**src/rtl/z80_step_ctrl_if.sv**
```systemverilog
// Z80 bus taps plus debug-host controls/status for the step controller.
// master = CPU socket / host side, slave = step controller.
interface z80_step_ctrl_if #(
  parameter int ADDR_W = 16,
  parameter int CNT_W  = 16
);
  // Z80 bus
  logic              M1_B;
  logic              MREQ_B;
  logic              IOREQ_B;
  logic [ADDR_W-1:0] A;
  logic              READY;
  // debug host
  logic              step_en;
  logic              bp_en;
  logic [ADDR_W-1:0] bp_addr;
  logic              step_go;
  logic              halted;
  logic [ADDR_W-1:0] halt_addr;
  logic              bp_hit;
  logic [CNT_W-1:0]  step_cnt;

  modport master (
    output M1_B, MREQ_B, IOREQ_B, A, step_en, bp_en, bp_addr, step_go,
    input  READY, halted, halt_addr, bp_hit, step_cnt
  );

  modport slave (
    input  M1_B, MREQ_B, IOREQ_B, A, step_en, bp_en, bp_addr, step_go,
    output READY, halted, halt_addr, bp_hit, step_cnt
  );
endinterface

```
**src/rtl/z80_step_ctrl.sv**
```systemverilog
// Z80 single-step / breakpoint controller. Holds the CPU in wait states at
// opcode fetch by pulling READY low, and lets it go one instruction at a
// time on step_go.
module z80_step_ctrl #(
  parameter int ADDR_W = 16,
  parameter int CNT_W  = 16
) (
  input  logic            CLK,
  input  logic            RESET_B,
  z80_step_ctrl_if.slave  bus
);

  typedef enum logic [1:0] {
    S_RUN  = 2'd0,
    S_HALT = 2'd1,
    S_REL  = 2'd2
  } state_t;

  typedef struct packed {
    logic [ADDR_W-1:0] addr;
    logic              bp;
  } halt_rec_t;

  state_t            state, state_d;
  halt_rec_t         rec_q;
  logic [CNT_W-1:0]  cnt_q;
  logic              fetch, match, halt_cond;
  logic              cap, rel;

  // Opcode fetch seen at T2 rise; IOREQ low marks interrupt-acknowledge M1.
  assign fetch     = ~bus.M1_B & ~bus.MREQ_B & bus.IOREQ_B;
  assign match     = bus.bp_en & (bus.A == bus.bp_addr);
  assign halt_cond = fetch & (bus.step_en | match);

  // State register; async reset frees the CPU at once.
  always_ff @(posedge CLK or negedge RESET_B) begin
    if (!RESET_B) state <= S_RUN;
    else          state <= state_d;
  end

  // Next state: halt wins over step_go in RUN; REL waits for M1 to end so
  // the just-released fetch cannot re-halt.
  always_comb begin
    state_d = state;
    cap     = 1'b0;
    rel     = 1'b0;
    case (state)
      S_RUN: begin
        if (halt_cond) begin
          state_d = S_HALT;
          cap     = 1'b1;
        end
      end
      S_HALT: begin
        if (bus.step_go) begin
          state_d = S_REL;
          rel     = 1'b1;
        end
      end
      S_REL: begin
        if (bus.M1_B) state_d = S_RUN;
      end
      default: state_d = S_RUN;
    endcase
  end

  // Halt record captured on entry to HALT; held until the next halt.
  always_ff @(posedge CLK or negedge RESET_B) begin
    if (!RESET_B)  rec_q <= '0;
    else if (cap)  rec_q <= '{addr: bus.A, bp: match};
  end

  // Release counter, wraps naturally.
  always_ff @(posedge CLK or negedge RESET_B) begin
    if (!RESET_B)  cnt_q <= '0;
    else if (rel)  cnt_q <= cnt_q + CNT_W'(1);
  end

  // READY/halted decode straight from the state flop: glitch-free and
  // forced high by reset without a clock.
  assign bus.READY     = (state != S_HALT);
  assign bus.halted    = (state == S_HALT);
  assign bus.halt_addr = rec_q.addr;
  assign bus.bp_hit    = rec_q.bp;
  assign bus.step_cnt  = cnt_q;

endmodule

```
**src/flat_wrapper.sv**
```systemverilog
// flat-port wrapper written by rule: the top's interface ports become plain ports
module z80_step_ctrl_flat 
#(
  parameter int ADDR_W = 16,
  parameter int CNT_W  = 16
)
  (CLK, RESET_B, bus_M1_B, bus_MREQ_B, bus_IOREQ_B, bus_A, bus_step_en, bus_bp_en, bus_bp_addr, bus_step_go, bus_READY, bus_halted, bus_halt_addr, bus_bp_hit, bus_step_cnt);
  z80_step_ctrl_if #(.ADDR_W(ADDR_W), .CNT_W(CNT_W)) bus_i ();
  input  logic CLK;
  input  logic RESET_B;
  input wire logic [$bits(bus_i.M1_B)-1:0] bus_M1_B;
  input wire logic [$bits(bus_i.MREQ_B)-1:0] bus_MREQ_B;
  input wire logic [$bits(bus_i.IOREQ_B)-1:0] bus_IOREQ_B;
  input wire logic [$bits(bus_i.A)-1:0] bus_A;
  input wire logic [$bits(bus_i.step_en)-1:0] bus_step_en;
  input wire logic [$bits(bus_i.bp_en)-1:0] bus_bp_en;
  input wire logic [$bits(bus_i.bp_addr)-1:0] bus_bp_addr;
  input wire logic [$bits(bus_i.step_go)-1:0] bus_step_go;
  output wire logic [$bits(bus_i.READY)-1:0] bus_READY;
  output wire logic [$bits(bus_i.halted)-1:0] bus_halted;
  output wire logic [$bits(bus_i.halt_addr)-1:0] bus_halt_addr;
  output wire logic [$bits(bus_i.bp_hit)-1:0] bus_bp_hit;
  output wire logic [$bits(bus_i.step_cnt)-1:0] bus_step_cnt;
  assign bus_i.M1_B = bus_M1_B;
  assign bus_i.MREQ_B = bus_MREQ_B;
  assign bus_i.IOREQ_B = bus_IOREQ_B;
  assign bus_i.A = bus_A;
  assign bus_i.step_en = bus_step_en;
  assign bus_i.bp_en = bus_bp_en;
  assign bus_i.bp_addr = bus_bp_addr;
  assign bus_i.step_go = bus_step_go;
  assign bus_READY = bus_i.READY;
  assign bus_halted = bus_i.halted;
  assign bus_halt_addr = bus_i.halt_addr;
  assign bus_bp_hit = bus_i.bp_hit;
  assign bus_step_cnt = bus_i.step_cnt;
  z80_step_ctrl #(.ADDR_W(ADDR_W), .CNT_W(CNT_W)) u_core (.CLK(CLK), .RESET_B(RESET_B), .bus(bus_i));
endmodule
```
**config.mk**
```make
export PLATFORM = sky130hd
export DESIGN_NAME = z80_step_ctrl_flat
export DESIGN_NICKNAME = d
export VERILOG_FILES = /design/src/rtl/z80_step_ctrl_if.sv /design/src/rtl/z80_step_ctrl.sv /design/src/flat_wrapper.sv
export SDC_FILE = /design/constraint.sdc
export NUM_CORES = 1
export LEC_CHECK = 0
export BUFFER_PORTS_ARGS = -buffer_cell sky130_fd_sc_hd__buf_4
export CORE_ASPECT_RATIO = 1.5
export CORE_MARGIN = 2
export CORE_UTILIZATION = 25
export CTS_CLUSTER_SIZE = 14
export DETAILED_ROUTE_END_ITERATION = 10
export PLACE_DENSITY = 0.46
export SLEW_MARGIN = 20
export SYNTH_ARGS = -nofsm -noshare
export SYNTH_HDL_FRONTEND = slang
export SYNTH_SLANG_ARGS = --single-unit
```
**constraint.sdc**
```tcl
create_clock -name CLK -period 2 [get_ports CLK]
set_clock_uncertainty 0.1 [all_clocks]
set_input_delay 0.2 -clock CLK [delete_from_list [all_inputs] [get_ports CLK]]
set_output_delay 0.2 -clock CLK [all_outputs]
set_load 0.05 [all_outputs]
```
==> out/qor.txt, run 1 <==
final instance area = 2970 µm²
top cells by area, synth = dfrtp_1, xnor2_1, o311a_1, nand4_1, o311ai_1
DR iter-0 viols = 111
gpl congestion = 0.700
Worst R2R Start = u_core.state[1]
share of cells above drive strength 1 = 31.6%
Residual DRC = 0
HP Class = in2reg
global-route wire length before repair = 9.60 mm
final antenna-violating net count = 0
final cell count without fillers = 401
CTS Buf Count = 5
max-slew violations = 0
placed cell areas = 2790 µm²
setup tns final = 0 ns
# rows = 41
All-Layer GR Usage = 13.3%
mapped cell area = 2120 µm²
Worst Setup SP = u_core.state[1]
Mapped Avg Cell Area = 9.55 µm²
final WL = 6.01 mm
reg-to-reg critical path endpoint = u_core.bus.step_cnt[13]
starting density of the core = 25.5%
vias in the first global route = 1859
ANT cells = 0
Die Ht = 117 µm
crit path max fanout = 5
reg-to-reg setup timing slack = 0.35 ns
Critical Path End Type = flop
Congestion Overflow GR = 0
Startpoint Class = flop
syn_nets = 263
Layout Nets = 334
max_cap viols = 0
core area = 8310 µm²
PD cells = 756 nW/µm²
post-synthesis sequential area ratio = 41.3%
Critical Path RT = 2.06 ns
IO Port Bufs = 74
crit path to = u_core.bus.step_cnt[13]
leak pwr = 1.52 nW
fin worst setup slack = 0.346 ns
Root Driver = clkbuf_16
crit path kind = reg2reg
Ys Warns = 0
largest net degree at the start of global routing = 50
H-tree depth = 2
data arrival time of the worst path = 1.72 ns
hold_ws = 0.0353 ns
Fin. Hold Viols = 0
CTS sink cnt = 35
FF+latch count, synth = 35
number of flops mapped to enable cells by yosys = 0
count leader, synth = dfrtp_1
Tmin final = 1.65 ns
Post-synth top cells = dfrtp_1, nand2_1, xnor2_1
Die ar. = 9250 µm²
CTS max path bufs = 2
initial antenna violation count = 0
Setup Fix Bufs, Post-CTS = 0
CTS tree = yes
top cell type's share of synthesized area = 41.3%
FFs w/ async S/R, synth = 100%
# IOs = 75
Slew @ Worst Pin = 0.484 ns
Synth Flop Type = dfrtp_1
DR WL/cell = 15.0 µm
slew margin rel. = 67.8%
dpl ws = 0.155 ns
Die Span X = 79.2 µm
final period utilization = 82.7%
Synth-to-Final Area Change = 40.1%
drt via density = 4.84
Setup-failing EPs final = 0
vias post-DR = 1941
DPL Wire Length = 4.19 mm
Clock transition at path regs = 0.06 ns
Yosys cell types = 32
status = finished, final reports clean
Post-Route Utilization = 35.7%
first-pass iteration count of the detailed router = 4
post-synth top area cell = dfrtp_1
R2R depth = 5
RSZ-0062 raised after global routing = false
Hold Crit Depth = 2
Placed Cells incl. Taps = 392
total power = 2.25 mW
Worst-Skew Late Latency = 0.28 ns
cell count after synthesis = 222
Fill cells = 870
maximum VDD drop = 575 µV
fmax = 0.604 GHz
-- layer usage --
layer  part of all wire, %  GRT usage, %  vias up
met1                    43          17.0      914
met5                     0             0        -
li1                      -             -      964
met4                   1.2          4.14        0
met3                   7.4          3.60        5
met2                    48          22.0       58
-- report_power, final --
| group | internal (mW) | switching, mW | leakage (nW) |
|---|---|---|---|
| Clock | 0.620 | 0.311 | 0.0868 |
| Combinational | 0.196 | 0.314 | 1.03 |
| Sequential | 0.754 | 0.0514 | 0.399 |
| Total | 1.57 | 0.676 | 1.52 |
-- worst max-delay path, stage by stage, from the launching register on --
cell	delay (ns)
dfrtp_1	0.42
nand3b_1	0.21
nor3_2	0.30
and3_2	0.27
nand3_1	0.11
xnor2_1	0.14
-- final cells by class --
cell class                      count  area [µm²]  area share (%)
Multi-Input combinational cell    152        1070            36.1
Tap cell                          107         134            4.51
Inverter                           18        67.6            2.27
Sequential cell                    35         876            29.5
Clock inverter                      2        35.0            1.18
Timing Repair Buffer               81         648            21.8
Clock buffer                        6         139            4.68
-- what timing repair did --
action / CTS / global route
hold buffers: 1 / 0
resized for setup: 0 / 0
endpoints found under the hold margin: 35 / 0
-- worst min-delay path by stage --
stage | from | endpoint
after global placement | RESET_B | u_core.bus.step_cnt[12]
final | bus_M1_B | u_core.state[1]
after floorplan | RESET_B | u_core.bus.bp_hit
after CTS | bus_M1_B | u_core.state[1]
after detailed placement | RESET_B | u_core.bus.step_cnt[12]
after global routing | bus_M1_B | u_core.state[1]
-- registers in the layout (all words and copies together) (netlist names) --
signal,count
u_core.bus.bp_hit,1
u_core.state,2
u_core.bus.halt_addr,16
u_core.bus.step_cnt,16
-- cell families (layout without fill, tap and decap cells) --
logic type	Yosys count	count (layout)	synth area share (%)
xor gates and xnor gates	31	31	12.8
AOI/OAI and AO/OA	34	34	14.7
DFF	35	35	41.3
adders and majority gates	1	1	0.590
muxes	1	1	0.531
and+or+nand+nor	85	85	21.5
buffers and inverters	35	107	8.49
-- placed cells by master (no fill, tap or decap), types with 2 or more instances in the layout --
master,count
nand4_1,19
o311ai_0,3
o311ai_1,13
clkbuf_16,5
inv_1,18
nand3_1,22
xor2_1,7
xnor2_1,24
nand2_1,26
buf_12,3
nor2_1,2
dfrtp_1,35
and3_1,5
buf_4,77
o311a_1,16
No activity file was read; power rests on OpenSTA's default activity.
==> inputs of run 2 (changes only) <==
- PLACE_DENSITY: 0.46 -> 0.47
- clock period: 2 -> 1.5 ns (I/O delays scaled with it)
==> run 2 against run 1 <==
  * Sequential power increased by 32%
  * Routed wire length increased by 12%
  * Design area increased by 19%
  * The run now ends with setup timing left
  * Critical path type is now reg2out
  * Critical path depth decreased by 1
  * Total power increased by 36%
  * Global-route usage increased by 0.81 points
  * Sequential share of layout area decreased by 4.3 points
  * Utilization increased by 6.6 points
==> out/qor.txt, run 2 (synthesized netlist as in run 1, its figures left out) <==
status = finished, violations left (was finished, final reports clean)
failing checks = setup timing
placed cell areas = 3110 µm² (was 2790 µm²)
Crit-path slowest cell = dfrtp_1 (unchanged)
DR WL/cell = 15.3 µm (was 15.0 µm)
Tmin final = 1.58 ns
crit path max fanout = 3 (was 5)
final period utilization = 106%
commonest non-fill, non-tap cell in the layout = buf_4 (unchanged)
total power = 3.06 mW (was 2.25 mW)
max-slew violations = 0 (unchanged)
Root Driver = clkbuf_16 (unchanged)
R2R depth = 6 (was 5)
drt via density = 4.86 (was 4.84)
starting density of the core = 25.5% (unchanged)
ANT cells = 0 (unchanged)
worst path cell trace = buf_6 > or2b_1 > inv_1 > buf_6 (was nand3b_1 > nor3_2 > and3_2 > nand3_1 > xnor2_1)
fin worst setup slack = -0.0848 ns (was 0.346 ns)
CTS Buf Count = 5 (unchanged)
share of cells above drive strength 1 = 49.5% (was 31.6%)
gpl congestion = 0.739 (was 0.700)
Critical Path RT = 1.25 ns (was 2.06 ns)
most used cell along the critical path = buf_6
Fill cells = 860 (was 870)
final instance area = 3520 µm² (was 2970 µm²)
Hold Crit Depth = 3 (was 2)
CTS tree = yes (unchanged)
crit path kind = reg2out (was reg2reg)
# IOs = 75 (unchanged)
vias in the first global route = 2001 (was 1859)
CTS sink cnt = 35 (unchanged)
All-Layer GR Usage = 14.1% (was 13.3%)
Die Span X = 79.2 µm (unchanged)
Critical Path End Type = output pin (was flop)
PD cells = 870 nW/µm² (was 756 nW/µm²)
Startpoint Class = flop (unchanged)
initial antenna violation count = 0 (unchanged)
global-route wire length before repair = 10.1 mm (was 9.60 mm)
DR iter-0 viols = 102 (was 111)
data arrival time of the worst path = 1.33 ns (was 1.72 ns)
reg-to-reg setup timing slack = -0.08 ns (was 0.35 ns)
CTS max path bufs = 2 (unchanged)
endpoint of the worst hold path = u_core.bus.halt_addr[2] (was u_core.state[1])
core area = 8310 µm² (unchanged)
vias post-DR = 2137 (was 1941)
fmax = 0.631 GHz
max_cap viols = 0 (unchanged)
final WL = 6.73 mm (was 6.01 mm)
Worst Setup SP = u_core.state[0] (was u_core.state[1])
final antenna-violating net count = 0 (unchanged)
Die Ht = 117 µm (unchanged)
Hold Crit Start = bus_A[2] (was bus_M1_B)
Worst R2R Start = u_core.state[1] (unchanged)
leak pwr = 1.74 nW (was 1.52 nW)
first-pass iteration count of the detailed router = 4 (unchanged)
dpl ws = -0.162 ns (was 0.155 ns)
RSZ-0062 raised after global routing = true (was false)
slew margin rel. = 68.1% (was 67.8%)
DPL Wire Length = 4.49 mm (was 4.19 mm)
maximum VDD drop = 791 µV (was 575 µV)
Die ar. = 9250 µm² (unchanged)
Critical Path Max Stage Delay = 0.44 ns (was 0.42 ns)
H-tree depth = 2 (unchanged)
HP Class = in2reg (unchanged)
Residual DRC = 0 (unchanged)
Synth-to-Final Area Change = 66.1% (was 40.1%)
Worst-Skew Late Latency = 0.28 ns (about the same)
Clock transition at path regs = 0.06 ns (about the same)
largest net degree at the start of global routing = 36 (was 50)
setup tns final = -0.868 ns (was 0 ns)
IO Port Bufs = 74 (unchanged)
Fin. Hold Viols = 0 (unchanged)
commonest cells after routing, fill and taps aside = buf_4, dfrtp_1, xnor2_1, nand2_1, nand4_1 (was buf_4, dfrtp_1, nand2_1, xnor2_1, nand3_1)
Layout Nets = 373 (was 334)
# rows = 41 (unchanged)
Congestion Overflow GR = 0 (unchanged)
reg-to-reg critical path endpoint = u_core.bus.step_cnt[12] (was u_core.bus.step_cnt[13])
Setup-failing EPs final = 24 (was 0)
Post-Route Utilization = 42.4% (was 35.7%)
Slew @ Worst Pin = 0.478 ns (was 0.484 ns)
-- run 2: repair_timing --
action	4_1_cts	5_1_grt
gates cloned	1	1
gates resized for setup	12	20
buffers inserted	3	2
pin swaps	6	4
setup endpoints to repair	27	30
hold buffers	3	0
endpoints found under the hold margin	37	0
-- run 2: critical path: cells and delay by family, from the launching register on --
kind	cells	cell delay, ns
buffers and inverters	3	0.36
DFF	1	0.44
and+or+nand+nor	1	0.26
-- run 2: routing by layer --
metal	global-route usage [%]	part of all wire [%]
met5	0	0
met4	4.71	1.9
met3	3.14	5.4
met2	25.6	52
met1	16.4	41
-- run 2: cell type report --
cell class	instances	area (µm²)	area share (%)
clock buffers	7	153	4.33
clock inverters	1	7.51	0.213
inverters	18	67.6	1.92
multi-input cells	152	1220	34.7
flip-flops and latches	35	887	25.2
well taps	107	134	3.80
repair buffers	120	1050	29.8
-- run 2: power by group --
part	switching, mW	internal, mW	leakage [nW]
logic	0.502	0.391	1.28
clock network	0.401	0.706	0.0761
registers	0.0485	1.01	0.387
total	0.952	2.11	1.74
-- run 2: worst max path at each step --
stage / endpoint / slack (ns) / cells past startpoint
2_1_floorplan: u_core.bus.step_cnt[12] / -0.17 / 6
3_3_place_gp: u_core.bus.halt_addr[5] / -0.17 / 7
3_5_place_dp: u_core.bus.halt_addr[7] / -0.16 / 7
4_1_cts: u_core.bus.step_cnt[12] / -0.07 / 6
5_1_grt: u_core.bus.step_cnt[13] / -0.15 / 5
6_report: bus_halted / -0.08 / 4
-- run 2: per-stage QoR --
| stage | instances | hold WS, ns |
|---|---|---|
| 2_1_floorplan | 222 | -0.246 |
| 3_3_place_gp | 422 | 0.0560 |
| 3_5_place_dp | 422 | 0.0473 |
| 4_1_cts | 437 | 0.0673 |
| 5_1_grt | 440 | 0.102 |
| 6_report | 440 | 0.0765 |
==> inputs of run 3 (changes only) <==
- CTS_CLUSTER_DIAMETER: default -> 40
- CTS_CLUSTER_SIZE: 14 -> 24
- SKIP_LAST_GASP: default -> 1
==> run 3 against run 2 <==
  * The run still ends with setup timing left
  * Sequential power hardly changed
  * Clock-buffer cell count is the same
  * Sequential share of layout area about the same
  * Sequential cell count unchanged
  * Routed wire length down 0.67%
  * Design area grew 0.18%
  * Setup slack barely moved
  * Via count fell by 0.80%
  * Utilization up 0.075 points
  * Largest cell class unchanged
  * Highest routed layer unchanged
==> out/qor.txt, run 3 (synthesized netlist as in run 1, its figures left out) <==
status = finished, violations left (unchanged)
failing checks = setup timing (unchanged)
worst path cell trace = buf_6 > or2b_1 > inv_1 > buf_6 (unchanged)
final antenna-violating net count = 0 (unchanged)
Root Driver = clkbuf_16 (unchanged)
ANT cells = 0 (unchanged)
slew margin rel. = 68.0% (was 68.1%)
met2 usage = 25.4% (was 25.6%)
Setup-failing EPs final = 25 (was 24)
drt via density = 4.81 (was 4.86)
M3 GR Usage = 3.14% (unchanged)
leak pwr = 1.75 nW (was 1.74 nW)
setup tns final = -0.936 ns (was -0.868 ns)
# IOs = 75 (unchanged)
Die Ht = 117 µm (unchanged)
Critical Path End Type = output pin (unchanged)
core area = 8310 µm² (unchanged)
share of cells above drive strength 1 = 48.8% (was 49.5%)
fin worst setup slack = -0.0849 ns (was -0.0848 ns)
Die ar. = 9250 µm² (unchanged)
vias post-DR = 2120 (was 2137)
Startpoint Class = flop (unchanged)
Layout Nets = 374 (was 373)
max_cap viols = 0 (unchanged)
H-tree depth = 2 (unchanged)
crit path kind = reg2out (unchanged)
Critical Path Max Stage Delay = 0.44 ns (about the same)
vias in the first global route = 2004 (was 2001)
met1 global-route usage = 16.5% (was 16.4%)
Fin. Hold Viols = 0 (unchanged)
Synth-to-Final Area Change = 66.4% (was 66.1%)
initial antenna violation count = 0 (unchanged)
PD cells = 869 nW/µm² (was 870 nW/µm²)
Worst-Skew Late Latency = 0.28 ns (about the same)
Clock transition at path regs = 0.06 ns (about the same)
CTS tree = yes (unchanged)
DR iter-0 viols = 76 (was 102)
DR WL/cell = 15.2 µm (was 15.3 µm)
Crit-path slowest cell = dfrtp_1 (unchanged)
largest net degree at the start of global routing = 36 (unchanged)
data arrival time of the worst path = 1.33 ns (about the same)
Residual DRC = 0 (unchanged)
Critical Path RT = 1.25 ns (about the same)
global-route wire length before repair = 10.1 mm (unchanged)
Slew @ Worst Pin = 0.479 ns (was 0.478 ns)
DPL Wire Length = 4.49 mm (unchanged)
first-pass iteration count of the detailed router = 4 (unchanged)
crit-path leading delay family = flip-flops (unchanged)
commonest non-fill, non-tap cell in the layout = buf_4 (unchanged)
starting density of the core = 25.5% (unchanged)
Congestion Overflow GR = 0 (unchanged)
# rows = 41 (unchanged)
Fill cells = 855 (was 860)
Placed Cells incl. Taps = 422 (unchanged)
RSZ-0062 raised after global routing = true (unchanged)
CTS max path bufs = 2 (unchanged)
grt peak-use layer = met2 (unchanged)
Tmin final = 1.58 ns (about the same)
final period utilization = 106% (about the same)
crit path max fanout = 3 (unchanged)
Die Span X = 79.2 µm (unchanged)
IO Port Bufs = 74 (unchanged)
final cell count without fillers = 441 (was 440)
most used cell along the critical path = buf_6 (unchanged)
final WL = 6.69 mm (was 6.73 mm)
gpl congestion = 0.739 (unchanged)
All-Layer GR Usage = 14.1% (about the same)
commonest cells after routing, fill and taps aside = buf_4, dfrtp_1, xnor2_1, nand2_1, nand4_1 (unchanged)
CTS Buf Count = 5 (unchanged)
maximum VDD drop = 784 µV (was 791 µV)
fmax = 0.631 GHz (about the same)
CTS sink cnt = 35 (unchanged)
max-slew violations = 0 (unchanged)
Buf/Inv on CP = 3 (unchanged)
HP Class = in2reg (unchanged)
## run 3: cell count changes in the layout (fill, tap and decap cells not counted), sizes merged
cell and delta:
clkbuf +1
## run 3: through the flow
step                      power, mW  setup WS, ns  hold slack [ns]  cell area (µm²)  utilization [%]
final                          3.07       -0.0849           0.0655             3530             42.5
after global routing           3.21        -0.154           0.0930             3530             42.5
after CTS                      3.09       -0.0656           0.0673             3400             40.9
after detailed placement       1.91        -0.162           0.0473             3110             37.4
after global placement         1.91        -0.172           0.0560             3110             37.4
after floorplan                1.53        -0.171           -0.246             2230                -
## run 3: area by class of cell
| type | count | area (µm²) | area share [%] |
|---|---|---|---|
| clock buffer | 7 | 153 | 4.33 |
| clock inverter | 1 | 7.51 | 0.213 |
| inverter | 18 | 67.6 | 1.91 |
| multi-input combinational | 152 | 1210 | 34.2 |
| sequential | 35 | 887 | 25.1 |
| tap | 107 | 134 | 3.79 |
| timing repair buffer | 121 | 1070 | 30.4 |
## run 3: worst paths after layout
| path | from | endpoint | slack (ns) | cells past startpoint |
|---|---|---|---|---|
| worst max-delay path | u_core.state[0] | bus_halted | -0.08 | 4 |
| worst min-delay path | bus_A[5] | u_core.bus.halt_addr[5] | 0.07 | 3 |
| worst max register to register | u_core.state[1] | u_core.bus.step_cnt[12] | -0.07 | 6 |
| worst min register to register | u_core.bus.step_cnt[15] | u_core.bus.step_cnt[15] | 0.38 | 1 |
| max in group asynchronous | RESET_B | u_core.state[1] | 0.66 | 2 |
| min in group asynchronous | RESET_B | u_core.bus.step_cnt[13] | 0.26 | 2 |
## run 3: worst reg2reg max path: cells and delay by family, from the launching register on
family,cells,cell delay [ns]
and+or+nand+nor,4,0.67
DFF,1,0.43
buffers and inverters,1,0.13
xor gates and xnor gates,1,0.13
## run 3: where the power goes
part           switching (mW)  internal [mW]  total (mW)
sequential             0.0485           1.01        1.06
combinational           0.500          0.395       0.895
clock                   0.404          0.706        1.11
## run 3: routing by layer
| layer | part of all wire (%) | vias to the layer above |
|---|---|---|
| met5 | 0 | - |
| met4 | 1.9 | 0 |
| met3 | 5.3 | 9 |
| met2 | 51 | 54 |
| met1 | 41 | 1012 |
| li1 | - | 1045 |
## run 3: what timing repair did
item                                    in CTS  in global routing
cloned                                       1                  2
resized for setup                           12                 14
pin swaps                                    3                  7
hold buffers                                 3                  0
endpoints found under the hold margin       37                  0
endpoints found under the setup margin      27                 30
setup buffers                                3                  2
